==> config.mk <==
export PLATFORM = sky130hd
export DESIGN_NAME = seg_scan_ctrl
export DESIGN_NICKNAME = d
export VERILOG_FILES = /design/src/rtl/seg_pkg.sv /design/src/rtl/seg_decode.sv /design/src/rtl/seg_scan_ctrl.sv
export SDC_FILE = /design/constraint.sdc
export NUM_CORES = 1
export LEC_CHECK = 0
export ABC_AREA = 1
export ABC_CLOCK_PERIOD_IN_PS = 2800
export BUFFER_PORTS_ARGS = -buffer_cell sky130_fd_sc_hd__buf_2
export CAP_MARGIN = 30
export CORE_MARGIN = 1.5
export CORE_UTILIZATION = 45
export DETAILED_ROUTE_END_ITERATION = 8
export GPL_ROUTABILITY_DRIVEN = 1
export GPL_TIMING_DRIVEN = 0
export HOLD_SLACK_MARGIN = 0.15
export SETUP_SLACK_MARGIN = 0.5
export SYNTH_ARGS = -nofsm -noshare
export SYNTH_HDL_FRONTEND = slang
export SYNTH_SLANG_ARGS = --single-unit
export TNS_END_PERCENT = 10
==> constraint.sdc <==
create_clock -name CLK -period 2.8 [get_ports CLK]
set_input_delay 0.56 -clock CLK [delete_from_list [all_inputs] [get_ports CLK]]
set_output_delay 0.56 -clock CLK [all_outputs]
set_load 0.01 [all_outputs]
==> src/rtl/seg_pkg.sv <==
// Shared types and constants for the 7-segment scan blocks.
// Defining SEG_HEX_EN extends the digit decode to hex values A..F.
package seg_pkg;

  typedef enum logic {BLANK, SHOW} scan_state_t;

  localparam int ENT_BLANK = 5;
  localparam int ENT_DP    = 4;
  localparam int ENT_VAL_H = 3;
  localparam int ENT_VAL_L = 0;

  localparam logic [7:0] SEG_OFF     = 8'hFF;
  localparam logic [3:0] DIG_OFF     = 4'hF;
  localparam logic [5:0] ENTRY_BLANK = 6'b100000;

  // Active-high {A..G,Dp} pattern with Dp cleared; unsupported values are dark.
  function automatic logic [7:0] seg_pattern(input logic [3:0] val);
    logic [7:0] pat;
    pat = 8'h00;
    case (val)
      4'd0: pat = 8'hFC;
      4'd1: pat = 8'h60;
      4'd2: pat = 8'hDA;
      4'd3: pat = 8'hF2;
      4'd4: pat = 8'h66;
      4'd5: pat = 8'hB6;
      4'd6: pat = 8'hBE;
      4'd7: pat = 8'hE0;
      4'd8: pat = 8'hFE;
      4'd9: pat = 8'hF6;
`ifdef SEG_HEX_EN
      4'd10: pat = 8'hEE;
      4'd11: pat = 8'h3E;
      4'd12: pat = 8'h9C;
      4'd13: pat = 8'h7A;
      4'd14: pat = 8'h9E;
      4'd15: pat = 8'h8E;
`endif
      default: pat = 8'h00;
    endcase
    return pat;
  endfunction

endpackage

==> src/rtl/seg_decode.sv <==
// Combinational digit entry {BLANK,DP,VAL} -> active-low {A..G,Dp}; no latency, no flow control.
// Hex values A..F light only when SEG_HEX_EN is defined.
module seg_decode
  import seg_pkg::*;
(
  input  logic [5:0] i_entry,
  output logic [7:0] o_seg
);

  logic [7:0] w_pat;

  always_comb begin
    w_pat = seg_pattern(i_entry[ENT_VAL_H:ENT_VAL_L]);
    if (i_entry[ENT_BLANK]) begin
      w_pat = 8'h00;
    end
    w_pat[0] = i_entry[ENT_DP];
    o_seg    = ~w_pat;
  end

endmodule

==> src/rtl/seg_scan_ctrl.sv <==
// 4-digit multiplexed 7-segment scanner with shadow/active banks; outputs registered, one CLK after each transition.
// Writes stall (WR_READY=0) from COMMIT until the shadow bank is copied at the next frame boundary.
module seg_scan_ctrl
  import seg_pkg::*;
#(
  parameter int DIV_W       = 4,
  parameter int ON_TICKS    = 6,
  parameter int BLANK_TICKS = 2
) (
  input  logic       CLK,
  input  logic       RST_N,
  input  logic       WR_VALID,
  output logic       WR_READY,
  input  logic [1:0] WR_ADDR,
  input  logic [5:0] WR_DATA,
  input  logic       COMMIT,
  output logic [7:0] SEG,
  output logic [3:0] DIG,
  output logic       FRAME_DONE
);

  localparam logic [7:0] ON_LAST    = 8'(ON_TICKS - 1);
  localparam logic [7:0] BLANK_LAST = 8'(BLANK_TICKS - 1);

  logic [DIV_W-1:0] r_presc;
  scan_state_t      r_state;
  logic [7:0]       r_tcnt;
  logic [1:0]       r_idx;
  logic [5:0]       r_shadow [4];
  logic [5:0]       r_active [4];
  logic             r_pending;
  logic [7:0]       r_seg;
  logic [3:0]       r_dig;
  logic             r_frame_done;

  scan_state_t      w_state_nxt;
  logic [7:0]       w_tcnt_nxt;
  logic [1:0]       w_idx_nxt;
  logic             w_tick;
  logic             w_frame;
  logic             w_wr_fire;
  logic [7:0]       w_seg_show;

  assign w_tick    = &r_presc;
  assign w_wr_fire = WR_VALID && !r_pending;

  always_comb begin
    w_state_nxt = r_state;
    w_tcnt_nxt  = r_tcnt;
    w_idx_nxt   = r_idx;
    w_frame     = 1'b0;
    if (w_tick) begin
      case (r_state)
        BLANK: begin
          if (r_tcnt == BLANK_LAST) begin
            w_state_nxt = SHOW;
            w_tcnt_nxt  = 8'd0;
          end else begin
            w_tcnt_nxt = r_tcnt + 8'd1;
          end
        end
        SHOW: begin
          if (r_tcnt == ON_LAST) begin
            w_state_nxt = BLANK;
            w_tcnt_nxt  = 8'd0;
            w_idx_nxt   = r_idx + 2'd1;
            w_frame     = (r_idx == 2'd3);
          end else begin
            w_tcnt_nxt = r_tcnt + 8'd1;
          end
        end
        default: w_state_nxt = BLANK;
      endcase
    end
  end

  // Decoding the upcoming digit lets the output register line up with the state register.
  seg_decode u_decode (
    .i_entry (r_active[w_idx_nxt]),
    .o_seg   (w_seg_show)
  );

  always_ff @(posedge CLK or negedge RST_N) begin
    if (!RST_N) begin
      r_presc      <= '0;
      r_state      <= BLANK;
      r_tcnt       <= 8'd0;
      r_idx        <= 2'd0;
      r_seg        <= SEG_OFF;
      r_dig        <= DIG_OFF;
      r_frame_done <= 1'b0;
    end else begin
      r_presc      <= r_presc + 1'b1;
      r_state      <= w_state_nxt;
      r_tcnt       <= w_tcnt_nxt;
      r_idx        <= w_idx_nxt;
      r_frame_done <= w_frame;
      if (w_state_nxt == SHOW) begin
        r_seg <= w_seg_show;
        r_dig <= ~(4'b1000 >> w_idx_nxt);
      end else begin
        r_seg <= SEG_OFF;
        r_dig <= DIG_OFF;
      end
    end
  end

  // The copy only happens while pending, when writes are stalled, so the shadow is stable.
  always_ff @(posedge CLK or negedge RST_N) begin
    if (!RST_N) begin
      r_pending <= 1'b0;
      for (int i = 0; i < 4; i++) begin
        r_shadow[i] <= ENTRY_BLANK;
        r_active[i] <= ENTRY_BLANK;
      end
    end else begin
      if (w_wr_fire) begin
        r_shadow[WR_ADDR] <= WR_DATA;
      end
      if (w_frame && r_pending) begin
        r_pending <= 1'b0;
        for (int i = 0; i < 4; i++) begin
          r_active[i] <= r_shadow[i];
        end
      end else if (COMMIT) begin
        r_pending <= 1'b1;
      end
    end
  end

  assign WR_READY   = ~r_pending;
  assign SEG        = r_seg;
  assign DIG        = r_dig;
  assign FRAME_DONE = r_frame_done;

endmodule

==> flow_metrics.py, run 1 <==
metrics = {
    "sta": {
        "slew_headroom": 0.707,
        "tightest_slew_ns": 0.440,
        "drv_slew": 0,
        "tns_ns": 0,
        "layout_min_cycle_time_ns": 2.19,
        "fin_skew_ns": 0.0111,
        "hold_slack_ns": 0.431,
        "setup_viol": 0,
        "finalHoldViolCount": 0,
        "fmax_ghz": 0.458,
        "timing.final.crit_share": 0.781,
        "fin_ws_ns": 0.614,
        "rsz0062_at_grt": "true",
    },
    "setup_path": {
        "worstSetupPathType": "reg -> reg",
        "r2r_start": "r_presc[0]",
        "rrSetupSlack_ns": 0.61,
        "crit_fanout": 8,
        "cp_slowest_cell": "dfrtp_1",
        "crit_chain": "ha_1 -> nand2_2 -> nor2_8 -> nand3_4 -> nand2_4 -> nand2_4 -> buf_6 -> nand2_2 -> nand2_1 -> nand2_2 -> nand2_4 -> inv_4 -> ha_1 -> nand3b_1 -> nand3_1 -> nand2_1",
        "worstSetupStartpoint": "r_presc[0]",
        "r2r_cells": 16,
        "crit_path_end_kind": "register",
        "slowest_delay_ns": 0.40,
        "arrival_ns": 2.45,
        "cp.required_ns": 3.07,
        "crit_path_start_kind": "register",
    },
    "cts": {
        "insertion_delay_ns": 0.35,
        "clk_pin_slew_worst_paths_ns": 0.08,
        "cts_max_path_buffers": 2,
        "clockRootBuffer": "clkbuf_8",
        "cts_tree": "yes",
        "h-tree-depth": 3,
        "numCtsBuffers": 9,
        "clock-sinks": 77,
    },
    "finish": {
        "utilization": 0.565,
        "drive_above_1_share": 0.316,
        "antennaDiodeCount": 0,
        "nets": 434,
        "stdcell_count": 517,
        "syn_to_final_growth_pct": 19.9,
        "post-route-cell-area_um2": 4160,
    },
    "synthesis": {
        "synth_most_common_cell": "nand2_1",
        "synthCells": 356,
        "synth_ff_type": "dfrtp_1",
        "synth_commonest_cells": "95 x nand2_1, 57 x dfrtp_1, 40 x inv_1, 25 x o21ai_0, 20 x dfstp_2",
        "synth-seq-area-share": 0.562,
        "avgSynthCellArea_um2": 9.75,
        "synth_edf_count": 0,
        "synth_cell_type_count": 32,
        "yosysTopAreaCell": "dfrtp_1",
        "synth_seq_cells": 77,
        "synth-warning-count": 0,
        "syn-cell-area_um2": 3470,
        "synthArstFlopShare": 1.00,
        "synth_nets": 377,
        "synth_top_area_frac": 0.411,
        "synth_area_leaders": "dfrtp_1 41%, dfstp_2 15%, nand2_1 10%",
    },
    "pwr": {
        "internal_power_mw": 1.56,
        "powerDensity_nw_per_um2": 484,
        "comb_power_share": 0.031,
        "switching_share": 0.226,
        "pwr-share-clk": 0.393,
        "power_mw": 2.01,
        "p_leak_nw": 2.14,
        "switching_power_mw": 0.454,
        "vdd_ir_drop_max_mv": 0.277,
        "seq_power_share": 0.576,
    },
    "grt": {
        "grt_max_degree": 54,
        "grt_pass1_vias": 2443,
        "gr-usage-all-layers": 0.178,
        "grt_pass1_wl_mm": 11.5,
        "antenna_found_initial": 0,
        "grt-ovfl-total": 0,
    },
    "floorplan": {
        "core_area_um2": 7370,
        "rows": 31,
        "die_h_um": 90.8,
        "io_pins": 26,
        "chipWidth_um": 90.8,
        "design.die.area_um2": 8250,
        "start_util": 0.471,
    },
    "routing": {
        "drtPass1Iterations": 4,
        "drt_wl_total_mm": 6.43,
        "antenna_left": 0,
        "drc": 0,
        "viasPerCell": 4.72,
        "via_count": 2439,
        "drt_iter0_drc": 102,
        "post_drt_wl_per_cell_um": 12.4,
    },
    "hold_path": {
        "worstHoldStart": "COMMIT",
        "hold_path.class": "in -> reg",
        "holdPathStages": 3,
    },
    "placed_design": {
        "dpl_worst_slack_ns": 0.347,
        "hpwl_mm": 4.53,
        "dpl_cell_area_um2": 3750,
        "gp_congestion": 0.804,
        "place_inst": 481,
        "io_buffers": 25,
    },
    "run_status": {
        "outcome": "completed",
    },
    "flow_run": {
        "drv_cap": 0,
    },
}
[state kept, by name, indices dropped and copies added, names as in the netlist]
signal / cells
r_presc: 4
r_state: 1
r_active: 24
r_shadow: 24
DIG: 4
FRAME_DONE: 1
r_idx: 2
SEG: 8
r_tcnt: 8
r_pending: 1
[power by group through the flow]
stage / sequential (mW) / clock [mW] / combinational, mW
final: 1.16 / 0.791 / 0.0623
after CTS: 1.16 / 0.813 / 0.0647
after detailed placement: 1.18 / 0 / 0.0632
after global placement: 1.18 / 0 / 0.0559
after global routing: 1.16 / 0.864 / 0.0748
after floorplan: 1.17 / 0 / 0.0234
[cells by family (layout without fill, tap and decap cells)]
kind of cell | Yosys count | after routing | synth area share
multiplexers | 18 | 18 | 0.0584
buffers and inverters | 51 | 113 | 0.0587
AO/OA/AOI/OAI | 40 | 40 | 0.0649
flip-flops | 77 | 77 | 0.562
AND/OR/NAND/NOR | 156 | 156 | 0.211
XOR/XNOR | 5 | 5 | 0.0126
adder cells (fa/ha/maj) | 9 | 9 | 0.0324
[critical path, delay by kind of cell (launching register included)]
kind | cells | cell delay, ns
simple gates | 12 | 1.04
buf+inv | 2 | 0.17
flops | 1 | 0.40
fa+ha+maj | 2 | 0.51
[cells in the final DEF, fill, tap and decap left out, types with 4 or more instances in the layout]
master,count
inv_1,37
nand3_1,16
nand3b_1,7
nand2_1,88
a21oi_1,10
clkbuf_8,12
buf_2,26
o21ai_0,25
nor3_1,5
mux2_2,16
dfstp_2,20
clkbuf_1,6
buf_4,19
inv_2,4
dfrtp_1,57
nand2_2,12
ha_1,8
nor2_1,14
xor2_1,5
nand2_4,6
[worst paths after layout]
| kind | to |
|---|---|
| hold / removal | r_pending |
| max in group asynchronous | r_shadow[5] |
| setup / recovery | SEG[4] |
| setup reg to reg | SEG[4] |
| hold reg to reg | r_tcnt[7] |
| min in group asynchronous | r_active[19] |
[metal layers]
layer  wire length (µm)  share of wire  track usage
met5                  0              0            0
met4                 85          0.013       0.0664
met3                181          0.028       0.0412
met2               3100           0.48        0.286
met1               3060           0.48        0.234
[area by class of cell]
type | instances | area [µm²]
clock inverter | 3 | 20.0
buffer | 8 | 40.0
tap | 99 | 124
inverter | 43 | 166
timing repair buffer | 46 | 312
fill | 670 | 3210
sequential | 77 | 1950
clock buffer | 13 | 169
multi-input combinational | 228 | 1380
[repair_timing]
item / CTS / global route
buffers inserted: 11 / 8
gates resized for setup: 9 / 11
hold endpoints to repair: 12 / 0
hold buffers: 1 / 0
endpoints found under the setup margin: 5 / 7
pin swaps: 8 / 12
Power figures use the tool's default switching activity.
==> inputs of run 2 (changes only) <==
ABC_AREA = 0   (was 1)
ABC_CLOCK_PERIOD_IN_PS = 1860   (was 2800)
clock period = 1.86 ns   (was 2.8 ns; I/O delays follow)
==> flow_metrics.py, run 2 <==
metrics = {
    "grt": {
        "grt-ovfl-total": 0,
        "grt_pass1_wl_mm": 10.9,
        "grt_max_degree": 62,
        "gr-usage-all-layers": 0.168,
        "grt_pass1_vias": 2148,
        "antenna_found_initial": 0,
    },
    "floorplan": {
        "start_util": 0.468,
        "io_pins": 26,
        "core_area_um2": 7810,
        "die_h_um": 93.1,
        "design.die.area_um2": 8660,
        "chipWidth_um": 93.1,
        "rows": 32,
    },
    "setup_path": {
        "crit_path_end_kind": "register",
        "cp.required_ns": 2.11,
        "slowest_delay_ns": 0.52,
        "crit_path_start_kind": "register",
        "cp_slowest_cell": "mux4_2",
        "crit_chain": "ha_4 -> buf_6 -> mux4_2 -> mux2i_4 -> inv_2 -> buf_4 -> buf_6 -> ha_2 -> o21ai_1 -> a22oi_1",
        "arrival_ns": 2.55,
        "crit_top_cell": "buf_6",
        "worstSetupPathType": "reg -> reg",
        "crit_fanout": 4,
    },
    "routing": {
        "wl_met2_mm": 3.26,
        "drt_wl_total_mm": 6.73,
        "wl_met1_mm": 3.13,
        "viasPerCell": 5.26,
        "wl_met3_um": 211,
        "drtPass1Iterations": 4,
        "maxUsedRoutingLayer": "met4",
        "antenna_left": 0,
        "via_count": 2188,
        "drc": 0,
        "post_drt_wl_per_cell_um": 16.2,
        "drt_iter0_drc": 83,
    },
    "cts": {
        "numCtsBuffers": 9,
        "clockRootBuffer": "clkbuf_8",
        "cts_max_path_buffers": 2,
        "h-tree-depth": 3,
        "clock-sinks": 77,
        "insertion_delay_ns": 0.34,
        "clk_pin_slew_worst_paths_ns": 0.07,
        "cts_tree": "yes",
    },
    "synthesis": {
        "syn-cell-area_um2": 3650,
        "synth_area_leaders": "dfrtp_1 39%, dfstp_2 14%, mux2_2 9.6%",
        "synth_nets": 271,
        "synth_seq_cells": 77,
        "synth_commonest_cells": "57 x dfrtp_1, 31 x mux2_2, 21 x mux2_4, 20 x dfstp_2, 14 x nand2_1",
        "synth_top_area_frac": 0.391,
        "synth_most_common_cell": "dfrtp_1",
        "synth_cell_type_count": 43,
        "yosysTopAreaCell": "dfrtp_1",
        "synth_edf_count": 0,
        "synth_ff_type": "dfrtp_1",
        "synth-warning-count": 0,
        "synth-seq-area-share": 0.535,
        "synthCells": 250,
        "synthArstFlopShare": 1.00,
        "avgSynthCellArea_um2": 14.6,
    },
    "finish": {
        "stdcell_count": 416,
        "antennaDiodeCount": 0,
        "multiInputGateArea_um2": 1810,
        "nFillCells": 644,
        "final_cell_mix": "55 x dfrtp_1, 31 x mux2_2, 21 x mux2_4, 20 x dfstp_2, 20 x buf_6",
        "final_common_cell": "dfrtp_1",
        "syn_to_final_growth_pct": 26.1,
        "nets": 331,
        "drive_above_1_share": 0.596,
        "ff_latch_area_um2": 1950,
        "top_regs": "r_active: 24 flops, r_shadow: 24 flops",
    },
    "sta": {
        "finalHoldViolCount": 0,
        "slew_headroom": 0.664,
        "fmax_ghz": 0.435,
        "rsz0062_at_grt": "true",
        "timing.final.crit_share": 1.24,
        "tns_ns": -8.18,
        "tightest_slew_ns": 0.490,
        "fin_skew_ns": 0.0125,
        "setup_viol": 35,
        "fin_ws_ns": -0.439,
        "drv_slew": 0,
        "layout_min_cycle_time_ns": 2.30,
    },
    "run_status": {
        "outcome": "complete, but fails checks",
        "violations": "negative setup slack",
    },
    "pwr": {
        "powerDensity_nw_per_um2": 657,
        "power_mw": 3.02,
        "p_leak_nw": 2.18,
        "vdd_ir_drop_max_mv": 0.415,
    },
    "placed_design": {
        "place_inst": 378,
        "gp_congestion": 0.751,
        "io_buffers": 25,
        "dpl_worst_slack_ns": -0.621,
        "hpwl_mm": 4.44,
    },
    "hold_path": {
        "hold_path.class": "in -> reg",
    },
    "flow_run": {
        "drv_cap": 0,
    },
}
==> run 2: cell count changes after synthesis, moves of 7 or more <==
| cell | delta |
|---|---|
| nand3b_1 | -7 |
| nand3_1 | -11 |
| mux2_2 | +15 |
| mux4_2 | +9 |
| a21oi_1 | -7 |
| mux2_4 | +21 |
| nand2_1 | -81 |
| inv_1 | -32 |
| nand2_2 | -10 |
| o21ai_0 | -19 |
==> run 2: cell type report <==
cell class	count	area share
clock buffers	10	0.0277
inverters	8	0.00652
repair buffers	49	0.0932
clock inverters	5	0.0117
well taps	102	0.0277
flip-flops and latches	77	0.424
multi-input cells	159	0.394
plain buffers	6	0.0149
==> run 2: per-layer routing <==
layer	vias to the layer above	track usage
li1	1037	-
met4	0	0.0694
met2	39	0.271
met5	-	0
met3	13	0.0382
met1	1099	0.217
==> run 2: power by group <==
group          switching [mW]  internal [mW]  total [mW]  leakage [nW]
Sequential             0.0196           1.72        1.74         0.970
Clock                   0.576          0.608        1.18        0.0959
Combinational          0.0528         0.0473       0.100          1.11
Total                   0.649           2.38        3.02          2.18
==> run 2: worst paths after layout <==
kind / from / endpoint / slack [ns] / cells after the start
setup / recovery: r_idx[1] / SEG[2] / -0.44 / 10
setup reg to reg: r_idx[1] / SEG[2] / -0.44 / 10
max in group asynchronous: RST_N / r_active[5] / 0.81 / 3
hold / removal: COMMIT / r_pending / 0.23 / 2
min in group asynchronous: RST_N / r_tcnt[1] / 0.43 / 2
hold reg to reg: r_shadow[14] / r_active[14] / 0.50 / 1
==> run 2: cells by family (layout without fill, tap and decap cells) <==
group	Yosys count	in the layout	share of synthesized area
buf+inv	14	78	0.0199
mux	68	68	0.260
xor+xnor	8	8	0.0192
flops	77	77	0.535
simple gates	48	48	0.0850
compound gates	26	26	0.0504
fa+ha+maj	9	9	0.0308
==> run 2: critical path: cells and delay by family, from the launching register on <==
kind / cells / cell delay, ns
flops: 1 / 0.42
mux: 2 / 0.74
compound gates: 2 / 0.18
buf+inv: 4 / 0.43
fa+ha+maj: 2 / 0.44
==> run 2: stage by stage <==
| step | hold WS (ns) | area (µm²) | utilization |
|---|---|---|---|
| 6_report | 0.232 | 4610 | 0.590 |
| 5_1_grt | 0.225 | 4610 | 0.590 |
| 4_1_cts | 0.217 | 4430 | 0.567 |
| 3_5_place_dp | 0.263 | 3980 | 0.510 |
| 3_3_place_gp | 0.446 | 3950 | 0.506 |
| 2_1_floorplan | 0.0764 | 3700 | - |
==> run 2: repair_timing <==
action,CTS,global route
endpoints found under the setup margin,78,83
buffers inserted,18,4
resized for setup,28,32
pin swaps,15,14
endpoints found under the hold margin,16,0
hold buffers,1,0
==> inputs of run 3 (changes only) <==
RECOVER_POWER = 25   (was unset)
==> flow_metrics.py, run 3 (synthesis gave the netlist of run 2 again) <==
metrics = {
    "floorplan": {
        "rows": 32,
        "start_util": 0.468,
        "chipWidth_um": 93.1,
        "die_h_um": 93.1,
        "design.die.area_um2": 8660,
        "io_pins": 26,
        "core_area_um2": 7810,
    },
    "sta": {
        "hold_slack_ns": 0.232,
        "setup_viol": 35,
        "layout_min_cycle_time_ns": 2.30,
        "drv_slew": 0,
        "timing.final.crit_share": 1.24,
        "tightest_slew_ns": 0.909,
        "finalHoldViolCount": 0,
        "rsz0062_at_grt": "true",
        "slew_headroom": 0.394,
        "fin_skew_ns": 0.0125,
        "fmax_ghz": 0.435,
        "fin_ws_ns": -0.439,
    },
    "cts": {
        "clock-sinks": 77,
        "clockRootBuffer": "clkbuf_8",
        "insertion_delay_ns": 0.34,
        "cts_tree": "yes",
        "cts_max_path_buffers": 2,
        "clk_pin_slew_worst_paths_ns": 0.07,
        "numCtsBuffers": 9,
        "h-tree-depth": 3,
    },
    "finish": {
        "top_regs": "r_active: 24 flops, r_shadow: 24 flops",
        "syn_to_final_growth_pct": 25.3,
        "nets": 331,
        "drive_above_1_share": 0.589,
        "stdcell_count": 416,
        "final_common_cell": "dfrtp_1",
        "nFillCells": 647,
        "final_cell_mix": "55 x dfrtp_1, 31 x mux2_2, 21 x buf_6, 21 x mux2_4, 20 x dfstp_2",
        "antennaDiodeCount": 0,
    },
    "routing": {
        "via_count": 2189,
        "drtPass1Iterations": 4,
        "drc": 0,
        "drt_wl_total_mm": 6.73,
        "antenna_left": 0,
        "post_drt_wl_per_cell_um": 16.2,
        "viasPerCell": 5.26,
        "drt_iter0_drc": 81,
    },
    "setup_path": {
        "crit_top_cell": "buf_6",
        "slowest_delay_ns": 0.52,
        "r2r_cells": 10,
        "r2r-end": "SEG[2]",
        "arrival_ns": 2.55,
        "cp_slowest_cell": "mux4_2",
        "rrSetupSlack_ns": -0.44,
        "worstSetupPathType": "reg -> reg",
        "crit_path_end_kind": "register",
        "cp.required_ns": 2.11,
        "r2r_start": "r_idx[1]",
        "crit_fanout": 4,
        "crit_path_start_kind": "register",
        "crit_chain": "ha_4 -> buf_6 -> mux4_2 -> mux2i_4 -> inv_2 -> buf_4 -> buf_6 -> ha_2 -> o21ai_1 -> a22oi_1",
    },
    "placed_design": {
        "hpwl_mm": 4.44,
        "gp_congestion": 0.751,
        "place_inst": 378,
        "io_buffers": 25,
    },
    "flow_run": {
        "drv_cap": 0,
    },
    "run_status": {
        "outcome": "complete, but fails checks",
        "violations": "negative setup slack",
    },
    "hold_path": {
        "worstHoldStart": "COMMIT",
        "holdPathStages": 2,
        "min_to": "r_pending",
        "hold_path.class": "in -> reg",
    },
    "pwr": {
        "powerDensity_nw_per_um2": 660,
        "p_leak_nw": 2.17,
        "vdd_ir_drop_max_mv": 0.415,
    },
    "grt": {
        "grt_max_degree": 62,
        "antenna_found_initial": 0,
        "grt-ovfl-total": 0,
        "grt_pass1_vias": 2148,
        "gr-usage-all-layers": 0.168,
        "grt_pass1_wl_mm": 10.9,
    },
}
-- run 3: area by class of cell --
class	count	area, µm²	area share
flip-flops and latches	77	1950	0.427
multi-input cells	159	1800	0.394
repair buffers	49	409	0.0895
clock buffers	10	128	0.0279
well taps	102	128	0.0279
plain buffers	6	68.8	0.0150
clock inverters	5	53.8	0.0118
inverters	8	30.0	0.00657
-- run 3: critical path: cells and delay by family, from the launching register on --
family | cells | cell delay [ns]
multiplexers | 2 | 0.74
adder cells (fa/ha/maj) | 2 | 0.44
buffers and inverters | 4 | 0.43
flip-flops | 1 | 0.42
AO/OA/AOI/OAI | 2 | 0.18
-- run 3: routing by layer --
metal  global-route usage  wire, µm  up-vias
met1                0.217      3130     1101
met2                0.271      3270       39
li1                     -         -     1036
met5                    0         0        -
met3               0.0382       211       13
met4               0.0694       130        0
-- run 3: worst max path at each step --
stage	start	to	cells after the start
floorplan	r_idx[1]	SEG[3]	8
global placement	r_tcnt[1]	SEG[2]	9
detailed placement	r_tcnt[1]	SEG[2]	9
CTS	r_idx[1]	SEG[3]	8
global route	r_tcnt[1]	SEG[2]	12
finish	r_idx[1]	SEG[2]	10
-- run 3: metrics by stage --
stage | TNS, ns | utilization | area [µm²] | worst slack, ns | total power [mW]
final | -8.19 | 0.586 | 4570 | -0.439 | 3.02
after CTS | -5.68 | 0.567 | 4430 | -0.415 | 3.07
after floorplan | -5.16 | - | 3700 | -0.335 | 1.80
after global placement | -19.27 | 0.506 | 3950 | -0.638 | 1.86
after detailed placement | -13.58 | 0.510 | 3980 | -0.621 | 1.87
after global routing | -17.18 | 0.586 | 4570 | -0.519 | 3.14
-- run 3: timing repair --
item | CTS | global route
endpoints found under the hold margin | 16 | 0
buffers inserted | 18 | 4
resized for setup | 28 | 32
pin swaps | 15 | 14
setup endpoints to repair | 78 | 83
hold buffers | 1 | 0
-- run 3: report_power, final --
part | leakage (nW) | total (mW) | internal, mW | switching, mW
sequential | 0.970 | 1.74 | 1.72 | 0.0196
clock | 0.0959 | 1.18 | 0.608 | 0.576
combinational | 1.10 | 0.0943 | 0.0424 | 0.0519
